**config.mk**
```make
export PLATFORM = sky130hd
export DESIGN_NAME = vram_port_arbiter
export DESIGN_NICKNAME = d
export VERILOG_FILES = /design/src/rtl/vram_arb_pkg.sv /design/src/rtl/vram_port_arbiter.sv
export SDC_FILE = /design/constraint.sdc
export NUM_CORES = 1
export LEC_CHECK = 0
export ABC_AREA = 0
export BUFFER_PORTS_ARGS = -buffer_cell sky130_fd_sc_hd__buf_2
export CORE_ASPECT_RATIO = 0.5
export CORE_MARGIN = 2
export CORE_UTILIZATION = 35
export DETAILED_ROUTE_END_ITERATION = 8
export GPL_ROUTABILITY_DRIVEN = 1
export SYNTH_ARGS = -nofsm -noshare
export SYNTH_HDL_FRONTEND = slang
export SYNTH_SLANG_ARGS = --single-unit
export TNS_END_PERCENT = 50
```
**constraint.sdc**
```tcl
create_clock -name clk -period 3.69 [get_ports clk]
set_clock_uncertainty 0.05 [all_clocks]
set_input_delay 0.738 -clock clk [delete_from_list [all_inputs] [get_ports clk]]
set_output_delay 0.738 -clock clk [all_outputs]
set_load 0.1 [all_outputs]
```
**src/rtl/vram_arb_pkg.sv**
```systemverilog
// ============================================================================
// Module : vram_arb_pkg
// Brief  : Shared state encoding and default sizing for vram_port_arbiter.
// Rev    : 1.0  initial release
// ============================================================================
`default_nettype none

package vram_arb_pkg;

  localparam int C_DEF_AW           = 16;
  localparam int C_DEF_DW           = 16;
  localparam int C_DEF_STARVE_LIMIT = 4;
  localparam int C_DEF_RD_TIMEOUT   = 255;

  typedef enum logic [1:0] {
    IDLE     = 2'd0,
    WR_ISSUE = 2'd1,
    RD_ISSUE = 2'd2,
    RD_WAIT  = 2'd3
  } arb_state_e;

endpackage : vram_arb_pkg

`default_nettype wire

```
**src/rtl/vram_port_arbiter.sv**
```systemverilog
// ============================================================================
// Module : vram_port_arbiter
// Brief  : Shares one SDRAM FIFO port between the game writer and display reader.
// Rev    : 1.0  initial release
// ============================================================================
`default_nettype none

module vram_port_arbiter
  import vram_arb_pkg::*;
#(
  parameter int STARVE_LIMIT = C_DEF_STARVE_LIMIT,
  parameter int RD_TIMEOUT   = C_DEF_RD_TIMEOUT,
  parameter int AW           = C_DEF_AW,
  parameter int DW           = C_DEF_DW
) (
  input  logic          clk,
  input  logic          reset_n,
  input  logic          vs,
  input  logic          wreq,
  input  logic [AW-1:0] waddr,
  input  logic [DW-1:0] wdata,
  output logic          wack,
  input  logic          rreq,
  input  logic [AW-1:0] raddr,
  output logic [DW-1:0] rdata,
  output logic          rvalid,
  output logic          rerr,
  output logic          write,
  output logic [AW-1:0] writeaddr,
  output logic [DW-1:0] writedata,
  input  logic          wr_full,
  output logic          read,
  output logic [AW-1:0] readaddr,
  input  logic          rd_empty,
  input  logic [DW-1:0] readdata,
  output logic          busy
);

  localparam int C_SW = $clog2(STARVE_LIMIT + 1);
  localparam int C_TW = $clog2(RD_TIMEOUT + 1);

  arb_state_e      state_q,  state_d;
  logic [C_SW-1:0] starve_q, starve_d;
  logic [C_TW-1:0] tmo_q,    tmo_d;
  logic [AW-1:0]   waddr_q,  waddr_d;
  logic [DW-1:0]   wdata_q,  wdata_d;
  logic [AW-1:0]   raddr_q,  raddr_d;
  logic [DW-1:0]   rdata_q,  rdata_d;
  logic            rvalid_q, rvalid_d;
  logic            rerr_q,   rerr_d;

  logic w_wr_elig;
  logic w_starved;
  logic w_grant_wr;
  logic w_grant_rd;

  // Writer wins during blanking, when the reader is idle, or once starved.
  assign w_wr_elig  = wreq & ~wr_full;
  assign w_starved  = (starve_q == C_SW'(STARVE_LIMIT));
  assign w_grant_wr = w_wr_elig & (vs | ~rreq | w_starved);
  assign w_grant_rd = rreq & ~w_grant_wr;

  always_comb begin
    state_d  = state_q;
    starve_d = starve_q;
    tmo_d    = '0;
    waddr_d  = waddr_q;
    wdata_d  = wdata_q;
    raddr_d  = raddr_q;
    rdata_d  = rdata_q;
    rvalid_d = 1'b0;
    rerr_d   = 1'b0;

    case (state_q)
      IDLE: begin
        if (w_grant_wr) begin
          state_d  = WR_ISSUE;
          waddr_d  = waddr;
          wdata_d  = wdata;
          starve_d = '0;
        end else if (w_grant_rd) begin
          state_d = RD_ISSUE;
          raddr_d = raddr;
          if (!wreq) begin
            starve_d = '0;
          end else if (!w_starved) begin
            starve_d = starve_q + C_SW'(1);
          end
        end else if (!wreq) begin
          starve_d = '0;
        end
      end
      WR_ISSUE: state_d = IDLE;
      RD_ISSUE: state_d = RD_WAIT;
      RD_WAIT: begin
        if (!rd_empty) begin
          rdata_d  = readdata;
          rvalid_d = 1'b1;
          state_d  = IDLE;
        end else if (tmo_q == C_TW'(RD_TIMEOUT - 1)) begin
          rerr_d  = 1'b1;
          state_d = IDLE;
        end else begin
          tmo_d = tmo_q + C_TW'(1);
        end
      end
      default: state_d = IDLE;
    endcase
  end

  always_ff @(posedge clk) begin
    if (!reset_n) begin
      state_q  <= IDLE;
      starve_q <= '0;
      tmo_q    <= '0;
      waddr_q  <= '0;
      wdata_q  <= '0;
      raddr_q  <= '0;
      rdata_q  <= '0;
      rvalid_q <= 1'b0;
      rerr_q   <= 1'b0;
    end else begin
      state_q  <= state_d;
      starve_q <= starve_d;
      tmo_q    <= tmo_d;
      waddr_q  <= waddr_d;
      wdata_q  <= wdata_d;
      raddr_q  <= raddr_d;
      rdata_q  <= rdata_d;
      rvalid_q <= rvalid_d;
      rerr_q   <= rerr_d;
    end
  end

  // FIFO address/data buses are only driven while their strobe is high.
  assign write     = (state_q == WR_ISSUE);
  assign wack      = write;
  assign writeaddr = write ? waddr_q : '0;
  assign writedata = write ? wdata_q : '0;
  assign read      = (state_q == RD_ISSUE);
  assign readaddr  = read ? raddr_q : '0;
  assign busy      = (state_q != IDLE);
  assign rdata     = rdata_q;
  assign rvalid    = rvalid_q;
  assign rerr      = rerr_q;

endmodule : vram_port_arbiter

`default_nettype wire

```
# Word level (Yosys, flattened, before mapping)
# Index checks and enable logic that the tools add are counted.
# word_totals
ff_bits	79
latchBits	0
ram_bits	0
mem_bits_ro	0
word_cells	56
n_memories	0
# op_classes
n_addsub	2
n_mul	0
div	0
magnitude_cmp	0
n_eq_ne	9
shifts	0
mux	15
n_bitwise	11
reduce_logical	10
# ops
op	count
16-bit 2-to-1 mux	3
3-bit 2-to-1 mux	5
3-bit AND reduction	3
8-bit by 1-bit adder with 8-bit output (second input constant)	1
8-bit == test (second input constant)	1
2-bit 2-to-1 mux	4
2-bit case mux with 4 select lines	1
2-bit AND reduction	4
3-bit inequality test (second input constant)	2
1-bit NOT	6
2-bit == test (second input constant)	2
4-bit OR reduction	1
3-bit by 1-bit adder with 3-bit output (second input constant)	1
1-bit bitwise AND	3
3-bit == test (second input constant)	1
3-bit by 1-bit inequality test with 1-bit output (second input constant)	1
3-bit by 2-bit inequality test with 1-bit output (second input constant)	1
2-bit by 1-bit == test with 1-bit output (second input constant)	1
2-bit logical NOT	1
1-bit 2-to-1 mux	2
1-bit bitwise OR	2
2-bit nonzero test	1

# Longest topological paths before layout
# Gate-level depths: netlist of run 1.
# depth
depth_word	9
ltp_mapped	7
mapped_depth_nobuf	6

# Worst setup path after synthesis of run 1
# No wires, ideal clock.
# synth_timing
path_type	reg2out
from	register state_q[0]
to	output writedata[10]
arrival_time_ps	2614
t_required_ps	2902
setup_slack_ps	288
path_stages_with_launch	5
n_path_buf	2
path_cell_list	dfxtp_1 > clkbuf_2 > nor2b_1 > clkbuf_1 > and2_1
# synth_between
elab_chain_len	2
# synth_rtl
element	line_no	text
from (decl)	vram_port_arbiter.sv:42	arb_state_e state_q, state_d;
from (signal assigned)	vram_port_arbiter.sv:123	state_q <= state_d;
2-bit by 1-bit == test with 1-bit output	vram_port_arbiter.sv:136	assign write = (state_q == WR_ISSUE);
named net wack	vram_port_arbiter.sv:22	output logic wack,
16-bit 2-to-1 mux	vram_port_arbiter.sv:139	assign writedata = write ? wdata_q : '0;
to (decl)	vram_port_arbiter.sv:30	output logic [DW-1:0] writedata,
# The timed path passes the listed nets, and every way through them passes these cells.

# Worst setup path in the final report of run 1
# layout_timing
from	register state_q[1]
to	output readaddr[15]
# layout_between
elab_chain_len	2
# layout_rtl
element	line_no	text
2-bit == test	vram_port_arbiter.sv:140	assign read = (state_q == RD_ISSUE);
16-bit 2-to-1 mux	vram_port_arbiter.sv:141	assign readaddr = read ? raddr_q : '0;
to (decl)	vram_port_arbiter.sv:33	output logic [AW-1:0] readaddr,
# Every way passes these cells.

==> results of run 1 <==
## cells in the final DEF, fill, tap and decap left out, drive strengths merged, types with 4 or more instances in the layout
cell and instances:
nand3 52, a21boi 17, inv 6, ha 4
o21ai 49, xor2 5, nand2 89, buf 146
clkbuf 11, dfxtp 79, nor2 13, and2 50
## worst min-delay path, stage by stage, from the launching register on
cell     delay, ns
dfxtp_1       0.30
nand2_1       0.05
o21ai_1       0.05
## metal layers
layer / vias up / global-route usage / share of wire
met1: 1364 / 0.181 / 0.46
met5: - / 0 / 0
met4: 0 / 0.0462 / 0.0087
met2: 74 / 0.254 / 0.47
li1: 1644 / - / -
met3: 6 / 0.0587 / 0.065
## logic make-up after synthesis
| group | count (synthesis) | synth area share |
|---|---|---|
| buf+inv | 37 | 0.0510 |
| compound gates | 78 | 0.145 |
| flops | 79 | 0.467 |
| mux | 1 | 0.00295 |
| fa+ha+maj | 4 | 0.0148 |
| simple gates | 215 | 0.304 |
| xor+xnor | 6 | 0.0155 |
## registers in the layout, indices dropped and copies added, names as in the netlist, 2 cells and up
signal,flops
raddr_q,16
rdata,16
waddr_q,16
wdata_q,16
tmo_q,8
starve_q,3
state_q,2
## area by class of cell
class | count | area share
multi-input combinational | 304 | 0.366
sequential | 79 | 0.354
timing repair buffer | 146 | 0.167
clock buffer | 11 | 0.0543
tap | 135 | 0.0378
clock inverter | 4 | 0.0157
inverter | 6 | 0.00504
## cells in the mapped netlist (all sizes together) (2+ instances only)
library cell	number	area share
a21boi	17	0.038
a21oi	3	0.0078
and2	50	0.092
buf	6	0.015
clkbuf	25	0.029
dfxtp	79	0.47
ha	4	0.015
inv	6	0.0066
nand2	89	0.099
nand3	52	0.077
nand4	2	0.0037
nor2	13	0.014
nor2b	3	0.0055
o211ai	2	0.0044
o21ai	49	0.072
xor2	5	0.013
## power by group through the flow
| stage | registers [mW] | clock network [mW] | logic, mW |
|---|---|---|---|
| after floorplan | 0.944 | 0 | 0.226 |
| after CTS | 0.912 | 0.964 | 0.320 |
| after global placement | 0.930 | 0 | 0.317 |
| after detailed placement | 0.931 | 0 | 0.320 |
| after global routing | 0.917 | 1.00 | 0.344 |
| final | 0.912 | 0.929 | 0.316 |
## metrics by stage
stage | setup slack, ns | area (sq um) | util | power [mW]
6_report | 0.794 | 4470 | 0.475 | 2.16
5_1_grt | 0.565 | 4470 | 0.475 | 2.26
4_1_cts | 0.778 | 4470 | 0.475 | 2.20
3_5_place_dp | 1.14 | 4160 | 0.442 | 1.25
3_3_place_gp | 1.23 | 4160 | 0.442 | 1.25
2_1_floorplan | 0.288 | 3390 | - | 1.17
## worst paths after layout
| kind | end | slack (ns) | cells after the start |
|---|---|---|---|
| setup / recovery | readaddr[15] | 0.79 | 3 |
| hold reg to reg | waddr_q[11] | 0.39 | 2 |
| setup reg to reg | waddr_q[13] | 1.68 | 7 |
| hold / removal | waddr_q[11] | 0.39 | 2 |
==> impl_metrics.toml, run 1 <==
[setup_path]
path_class = "reg2out"
critPathMaxFanout = 17
worstPathCellList = "nor2b_1 -> and2_1 -> buf_2"
end_kind = "output pin"
cpLargestDelayFamily = "simple AND/OR/NAND/NOR gates"
arrival_ns = 2.11
critPathMaxStageDelay_ns = 0.66
reg2reg_from = "starve_q[0]"
startpoint_type = "flip-flop"
crit_slowest_cell = "nor2b_1"
setup.worst_path.start = "state_q[1]"
critPathBufInv = 1
worstPathRequired_ns = 2.90

[cells_and_area]
finalNonFillerCells = 685
fillCellCount = 964
final_layout_size_suffix_gt1_frac = 0.300
antenna_cells = 0
register_area_sq_um = 1580
nets = 621
multiInputGateArea_sq_um = 1640
area_growth_pct = 31.9

[sta]
rsz0062_at_grt = "false"
setup_violations = 0
period_needed_ns = 2.90
slew_headroom = 0.496
hold_viol_final = 0
slew_violations = 0
max_slew.worst_pin.slew_ns = 0.755
holdWs_ns = 0.390
tns_ns = 0
max_freq_mhz = 345
period_share = 0.785

[power_and_ir_drop]
p_clk_frac = 0.431
p_seq_frac = 0.423
p_per_area_nw_per_um2 = 482
switching_share = 0.270
p_comb_frac = 0.146
leakage_nw = 2.02
max-vdd-ir-drop_mv = 0.218
net-switching-power_mw = 0.583
p_int_mw = 1.57

[synthesis]
yosysWarnings = 0
synthCells = 420
synth_area_per_cell_sq_um = 8.07
synth_edf_count = 0
synth_seq_cells = 79
synth.distinct_cells = 36
ys_seq_area_frac = 0.467
synth_area_sq_um = 3390
async_flop_share = 0
synth_ff_type = "dfxtp_1"
synth_nets = 495

[worst_hold_path]
hold_start = "waddr_q[11]"
hold_class = "reg2reg"

[clock_tree]
cts_root_buf = "clkbuf_16"
cts_hold_buf = 0
cts_inserted_buffers = 9
cts_buffer_depth = 2
numClockSinks = 79
cts_setup_buffers = 0
cts_resized = 0
insertion_delay_ns = 0.32
clk_pin_slew_worst_paths_ns = 0.06
htree_levels = 3
cts_tree = "yes"

[die]
die_y_um = 73.6
die_x_um = 143
start_util = 0.360
io_pins = 141
dieArea_sq_um = 10500
core_sq_um = 9420
rows = 25

[flow_run]
cap_violations = 0

[global_routing]
track_usage = 0.151
grt_pass1_wl_mm = 12.6
antenna_found_initial = 0
grt_max_degree = 65
grt_pass1_vias = 2719
overflow = 0

[detailed_routing]
vias = 3088
wl_per_cell_um = 11.3
route.detailed.drc = 0
via_per_inst = 4.51
first_pass_iters = 4
ant_nets = 0
drt_iter0_drc = 127
wirelength_mm = 7.77

[placed_design]
io_buffers = 140
placed_cells = 670
dpl.hpwl_mm = 5.28
gp_congestion = 0.741

[status]
outcome = "finished, final reports clean"
Power figures use the tool's default switching activity.
==> run 2, diff against run 1 <==
--- a/config.mk
+++ b/config.mk
@@ -5,7 +5,7 @@
 export SDC_FILE = /design/constraint.sdc
 export NUM_CORES = 1
 export LEC_CHECK = 0
-export ABC_AREA = 0
+export ABC_AREA = 1
 export BUFFER_PORTS_ARGS = -buffer_cell sky130_fd_sc_hd__buf_2
 export CORE_ASPECT_RATIO = 0.5
 export CORE_MARGIN = 2
==> constraint.sdc (replaced) <==
create_clock -name clk -period 2.45 [get_ports clk]
set_clock_uncertainty 0.05 [all_clocks]
set_input_delay 0.49 -clock clk [delete_from_list [all_inputs] [get_ports clk]]
set_output_delay 0.49 -clock clk [all_outputs]
set_load 0.1 [all_outputs]
==> impl_metrics.toml, run 2 <==
[status]
outcome = "finished, final reports clean"

[clock_tree]
htree_levels = 3
clk_pin_slew_worst_paths_ns = 0.06
cts_tree = "yes"
cts_hold_buf = 0
insertion_delay_ns = 0.33
cts_buffer_depth = 2
numClockSinks = 79
cts_inserted_buffers = 9
cts_root_buf = "clkbuf_16"

[global_routing]
grt_pass1_vias = 3026
antenna_found_initial = 1
grt_pass1_wl_mm = 13.3
grt_max_degree = 64
track_usage = 0.152
overflow = 0

[worst_hold_path]
hold_end = "rdata[13]"
holdPathStages = 3
hold_start = "readdata[13]"
hold_class = "in2reg"

[cells_and_area]
final_common_cell = "nor2_1"
antenna_cells = 0
nets = 755
final_layout_size_suffix_gt1_frac = 0.320
final_cell_mix = "nor2_1, nand2_1, buf_2"
area_growth_pct = 45.2

[sta]
max_slew.worst_pin.slew_ns = 0.680
holdWs_ns = 0.328
slew_violations = 0
rsz0062_at_grt = "false"
max_freq_mhz = 439
hold_viol_final = 0
period_share = 0.929
slew_headroom = 0.546
setup_violations = 0
period_needed_ns = 2.28

[setup_path]
worstPathRequired_ns = 1.91
end_kind = "output pin"
path_class = "reg2out"
reg2reg_from = "starve_q[0]"
arrival_ns = 1.74
startpoint_type = "flip-flop"
critPathMaxFanout = 18
r2r_cells = 9
r2r-end = "raddr_q[9]"
r2r_slack_ns = 0.82

[power_and_ir_drop]
leakage_nw = 2.58
p_comb_frac = 0.253
p_int_mw = 2.64
p_seq_frac = 0.359
net-switching-power_mw = 1.31
p_total_mw = 3.95
p_clk_frac = 0.388
p_per_area_nw_per_um2 = 774
max-vdd-ir-drop_mv = 0.368
switching_share = 0.332

[synthesis]
synth_top_area_frac = 0.450
synth_area_sq_um = 3520
synth_area_leaders = "dfxtp_1, nor2_1, nand2_1"
synthTopCellsByCount = "nor2_1, nand2_1, dfxtp_1"
synthCells = 548
yosysTopAreaCell = "dfxtp_1"
synth_edf_count = 0
synth.distinct_cells = 24
synth_area_per_cell_sq_um = 6.42
synth_ff_type = "dfxtp_1"
async_flop_share = 0
ys_seq_area_frac = 0.450
yosysWarnings = 0
synth.most_common_cell = "nor2_1"
synth_nets = 623
synth_seq_cells = 79

[detailed_routing]
ant_nets = 0
drt_iter0_drc = 97
via_per_inst = 4.14
route.detailed.drc = 0
wirelength_mm = 8.03
first_pass_iters = 5
vias = 3398
wl_per_cell_um = 9.79

[placed_design]
io_buffers = 140
dpl.hpwl_mm = 5.72
gp_congestion = 0.716

[die]
die_x_um = 146
rows = 25
io_pins = 141
die_y_um = 74.9
start_util = 0.366
core_sq_um = 9600
dieArea_sq_um = 10900

[flow_run]
cap_violations = 0
[run 2: how the worst max path moves through the flow]
stage          startpoint             to  slack, ns  cells past startpoint
4_1_cts        state_q[0]   writeaddr[3]     0.0004                      5
2_1_floorplan  state_q[1]   readaddr[10]      -0.15                      5
6_report       state_q[1]    readaddr[3]       0.17                      5
5_1_grt        state_q[1]   readaddr[15]       0.03                      5
3_5_place_dp   state_q[0]   writeaddr[0]       0.33                      5
3_3_place_gp   state_q[0]  writedata[10]       0.36                      5
[run 2: power groups by stage]
stage	sequential, mW	combinational, mW	clock [mW]
2_1_floorplan	1.52	0.782	0
3_3_place_gp	1.45	0.989	0
3_5_place_dp	1.45	0.992	0
4_1_cts	1.42	0.999	1.58
5_1_grt	1.43	1.09	1.64
6_report	1.42	0.998	1.53
[run 2: area by class of cell]
cell class              count  area, sq um
multi-input cells         373         1860
fillers                   960         4490
clock buffers              11          243
flip-flops and latches     79         1580
repair buffers            146          878
well taps                 135          169
inverters                  71          272
clock inverters             5          105
[run 2: layer usage]
| layer | share of wire | vias up | track usage |
|---|---|---|---|
| li1 | - | 1864 | - |
| met1 | 0.45 | 1452 | 0.171 |
| met2 | 0.47 | 71 | 0.272 |
| met3 | 0.063 | 9 | 0.0582 |
| met4 | 0.012 | 2 | 0.0523 |
| met5 | 0.0012 | - | 0 |
[run 2: through the flow]
| step | util | cells | worst slack, ns | instance area (sq um) | setup TNS [ns] |
|---|---|---|---|---|---|
| after floorplan | - | 548 | -0.151 | 3900 | -2.29 |
| final | 0.532 | 820 | 0.173 | 5110 | 0 |
| after detailed placement | 0.483 | 804 | 0.332 | 4640 | 0 |
| after global placement | 0.483 | 804 | 0.361 | 4640 | 0 |
| after global routing | 0.532 | 820 | 0.0303 | 5110 | 0 |
| after CTS | 0.524 | 820 | 0.000377 | 5030 | 0 |
[run 2: repair_timing]
| item | 4_1_cts | 5_1_grt |
|---|---|---|
| setup endpoints to repair | 18 | 36 |
| setup buffers | 0 | 0 |
| resized for setup | 18 | 31 |
| gates cloned | 0 | 0 |
[run 2: worst max-delay path, stage by stage (launching register included)]
cell	delay, ns
dfxtp_1	0.42
inv_1	0.10
nor2_4	0.12
inv_2	0.25
nor2_2	0.17
clkbuf_4	0.34
[run 2: logic make-up after synthesis]
logic type	count (synthesis)	synth area share
xor gates and xnor gates	4	0.00996
buffers and inverters	96	0.118
AOI/OAI and AO/OA	18	0.0263
and+or+nand+nor	347	0.382
adders and majority gates	4	0.0142
DFF	79	0.450
==> run 3, diff against run 2 <==
--- a/config.mk
+++ b/config.mk
@@ -12,6 +12,7 @@
 export CORE_UTILIZATION = 35
 export DETAILED_ROUTE_END_ITERATION = 8
 export GPL_ROUTABILITY_DRIVEN = 1
+export SETUP_SLACK_MARGIN = 0.2
 export SYNTH_ARGS = -nofsm -noshare
 export SYNTH_HDL_FRONTEND = slang
 export SYNTH_SLANG_ARGS = --single-unit
==> impl_metrics.toml, run 3 (synthesized netlist as in run 2, its figures left out) <==
[placed_design]
place_ws_ns = 0.395
gp_congestion = 0.758
io_buffers = 140
dpl.hpwl_mm = 5.81
postPlaceCellArea_sq_um = 4680

[setup_path]
startpoint_type = "flip-flop"
worstPathCellList = "inv_1 -> nor2_4 -> inv_6 -> nor2_4 -> buf_2"
end_kind = "output pin"
cp_common_cell = "nor2_4"
path_class = "reg2out"
worstPathRequired_ns = 1.91
crit_slowest_cell = "dfxtp_1"
arrival_ns = 1.71
critPathMaxStageDelay_ns = 0.43
critPathMaxFanout = 18

[detailed_routing]
wl_per_cell_um = 9.82
ant_nets = 0
drt_iter0_drc = 83
via_per_inst = 4.16
wirelength_mm = 8.05
first_pass_iters = 4
vias = 3410
route.detailed.drc = 0

[clock_tree]
cts_root_buf = "clkbuf_16"
cts_inserted_buffers = 9
cts_buffer_depth = 2
cts_hold_buf = 0
numClockSinks = 79
clk_pin_slew_worst_paths_ns = 0.06
cts_tree = "yes"
cts_setup_buffers = 0
htree_levels = 3
insertion_delay_ns = 0.33

[cells_and_area]
final_common_cell = "nor2_1"
area_growth_pct = 44.0
final_layout_size_suffix_gt1_frac = 0.323
nets = 755
design_area_sq_um = 5070
antenna_cells = 0
register_area_sq_um = 1590
multiInputGateArea_sq_um = 1890
fillCellCount = 953
final_cell_mix = "nor2_1, nand2_1, buf_2"

[sta]
max_slew.worst_pin.slew_ns = 0.627
slew_headroom = 0.582
fin_ws_ns = 0.201
max_freq_mhz = 445
period_share = 0.918
setup_violations = 0
slew_violations = 0
rsz0062_at_grt = "true"
hold_viol_final = 0
period_needed_ns = 2.25

[power_and_ir_drop]
leakage_nw = 2.58
p_per_area_nw_per_um2 = 741
max-vdd-ir-drop_mv = 0.356

[die]
rows = 25
core_sq_um = 9600
start_util = 0.366
die_x_um = 146
dieArea_sq_um = 10900
io_pins = 141
die_y_um = 74.9

[global_routing]
grt_max_degree = 66
grt_pass1_vias = 3060
overflow = 0
antenna_found_initial = 0
grt_pass1_wl_mm = 13.4
track_usage = 0.152

[status]
outcome = "finished, final reports clean"

[worst_hold_path]
hold_class = "in2reg"

[flow_run]
cap_violations = 0
[run 3: cell types whose count changed in the layout (fill, tap and decap cells not counted)]
cell	delta
clkinvlp_4	-1
nor2_2	-6
inv_4	+1
clkbuf_1	-1
buf_2	+12
inv_6	+1
bufinv_16	-2
nor2_4	+6
inv_2	-1
dfxtp_4	+1
clkbuf_4	-18
clkinv_2	+3
dfxtp_1	-1
buf_4	+6
[run 3: per-stage QoR]
stage / utilization / hold WS, ns / total power [mW] / instances / TNS [ns]
2_1_floorplan: - / 0.367 / 2.33 / 548 / -0.301
3_3_place_gp: 0.487 / 0.383 / 2.45 / 804 / 0
3_5_place_dp: 0.487 / 0.393 / 2.46 / 804 / 0
4_1_cts: 0.525 / 0.317 / 3.81 / 820 / 0
5_1_grt: 0.528 / 0.329 / 3.96 / 820 / 0
6_report: 0.528 / 0.326 / 3.75 / 820 / 0
[run 3: worst max-delay path, delay by kind of cell (launching register included)]
family                 cells  cell delay, ns
AND/OR/NAND/NOR            2            0.27
flip-flops                 1            0.43
buffers and inverters      3            0.67
[run 3: worst paths after layout]
check	slack (ns)	endpoint	startpoint	cells past startpoint
hold reg to reg	0.40	tmo_q[0]	tmo_q[0]	1
setup reg to reg	0.82	raddr_q[14]	starve_q[0]	9
hold / removal	0.33	raddr_q[4]	raddr[4]	3
setup / recovery	0.20	readaddr[11]	state_q[1]	5
[run 3: final cells by class]
| cell class | count | share of cell area |
|---|---|---|
| clock buffer | 10 | 0.0472 |
| clock inverter | 6 | 0.0116 |
| inverter | 71 | 0.0546 |
| multi-input combinational | 373 | 0.373 |
| sequential | 79 | 0.313 |
| tap | 135 | 0.0333 |
| timing repair buffer | 146 | 0.167 |
[run 3: routing by layer]
layer	part of all wire	GRT usage	routed length (um)	vias up
li1	-	-	-	1864
met1	0.46	0.184	3720	1459
met2	0.47	0.262	3760	79
met3	0.059	0.0552	477	8
met4	0.012	0.0479	95	0
met5	0	0	0	-
[run 3: report_power, final]
group / internal [mW] / leakage (nW) / switching (mW)
registers: 1.39 / 0.645 / 0.0349
clock network: 0.811 / 0.149 / 0.509
logic: 0.232 / 1.78 / 0.783
total: 2.43 / 2.58 / 1.33
[run 3: repair_timing]
| action | in CTS | in global routing |
|---|---|---|
| setup endpoints to repair | 48 | 25 |
| pin swaps | 0 | 0 |
| gates resized for setup | 25 | 12 |
| endpoints found under the hold margin | 0 | 0 |
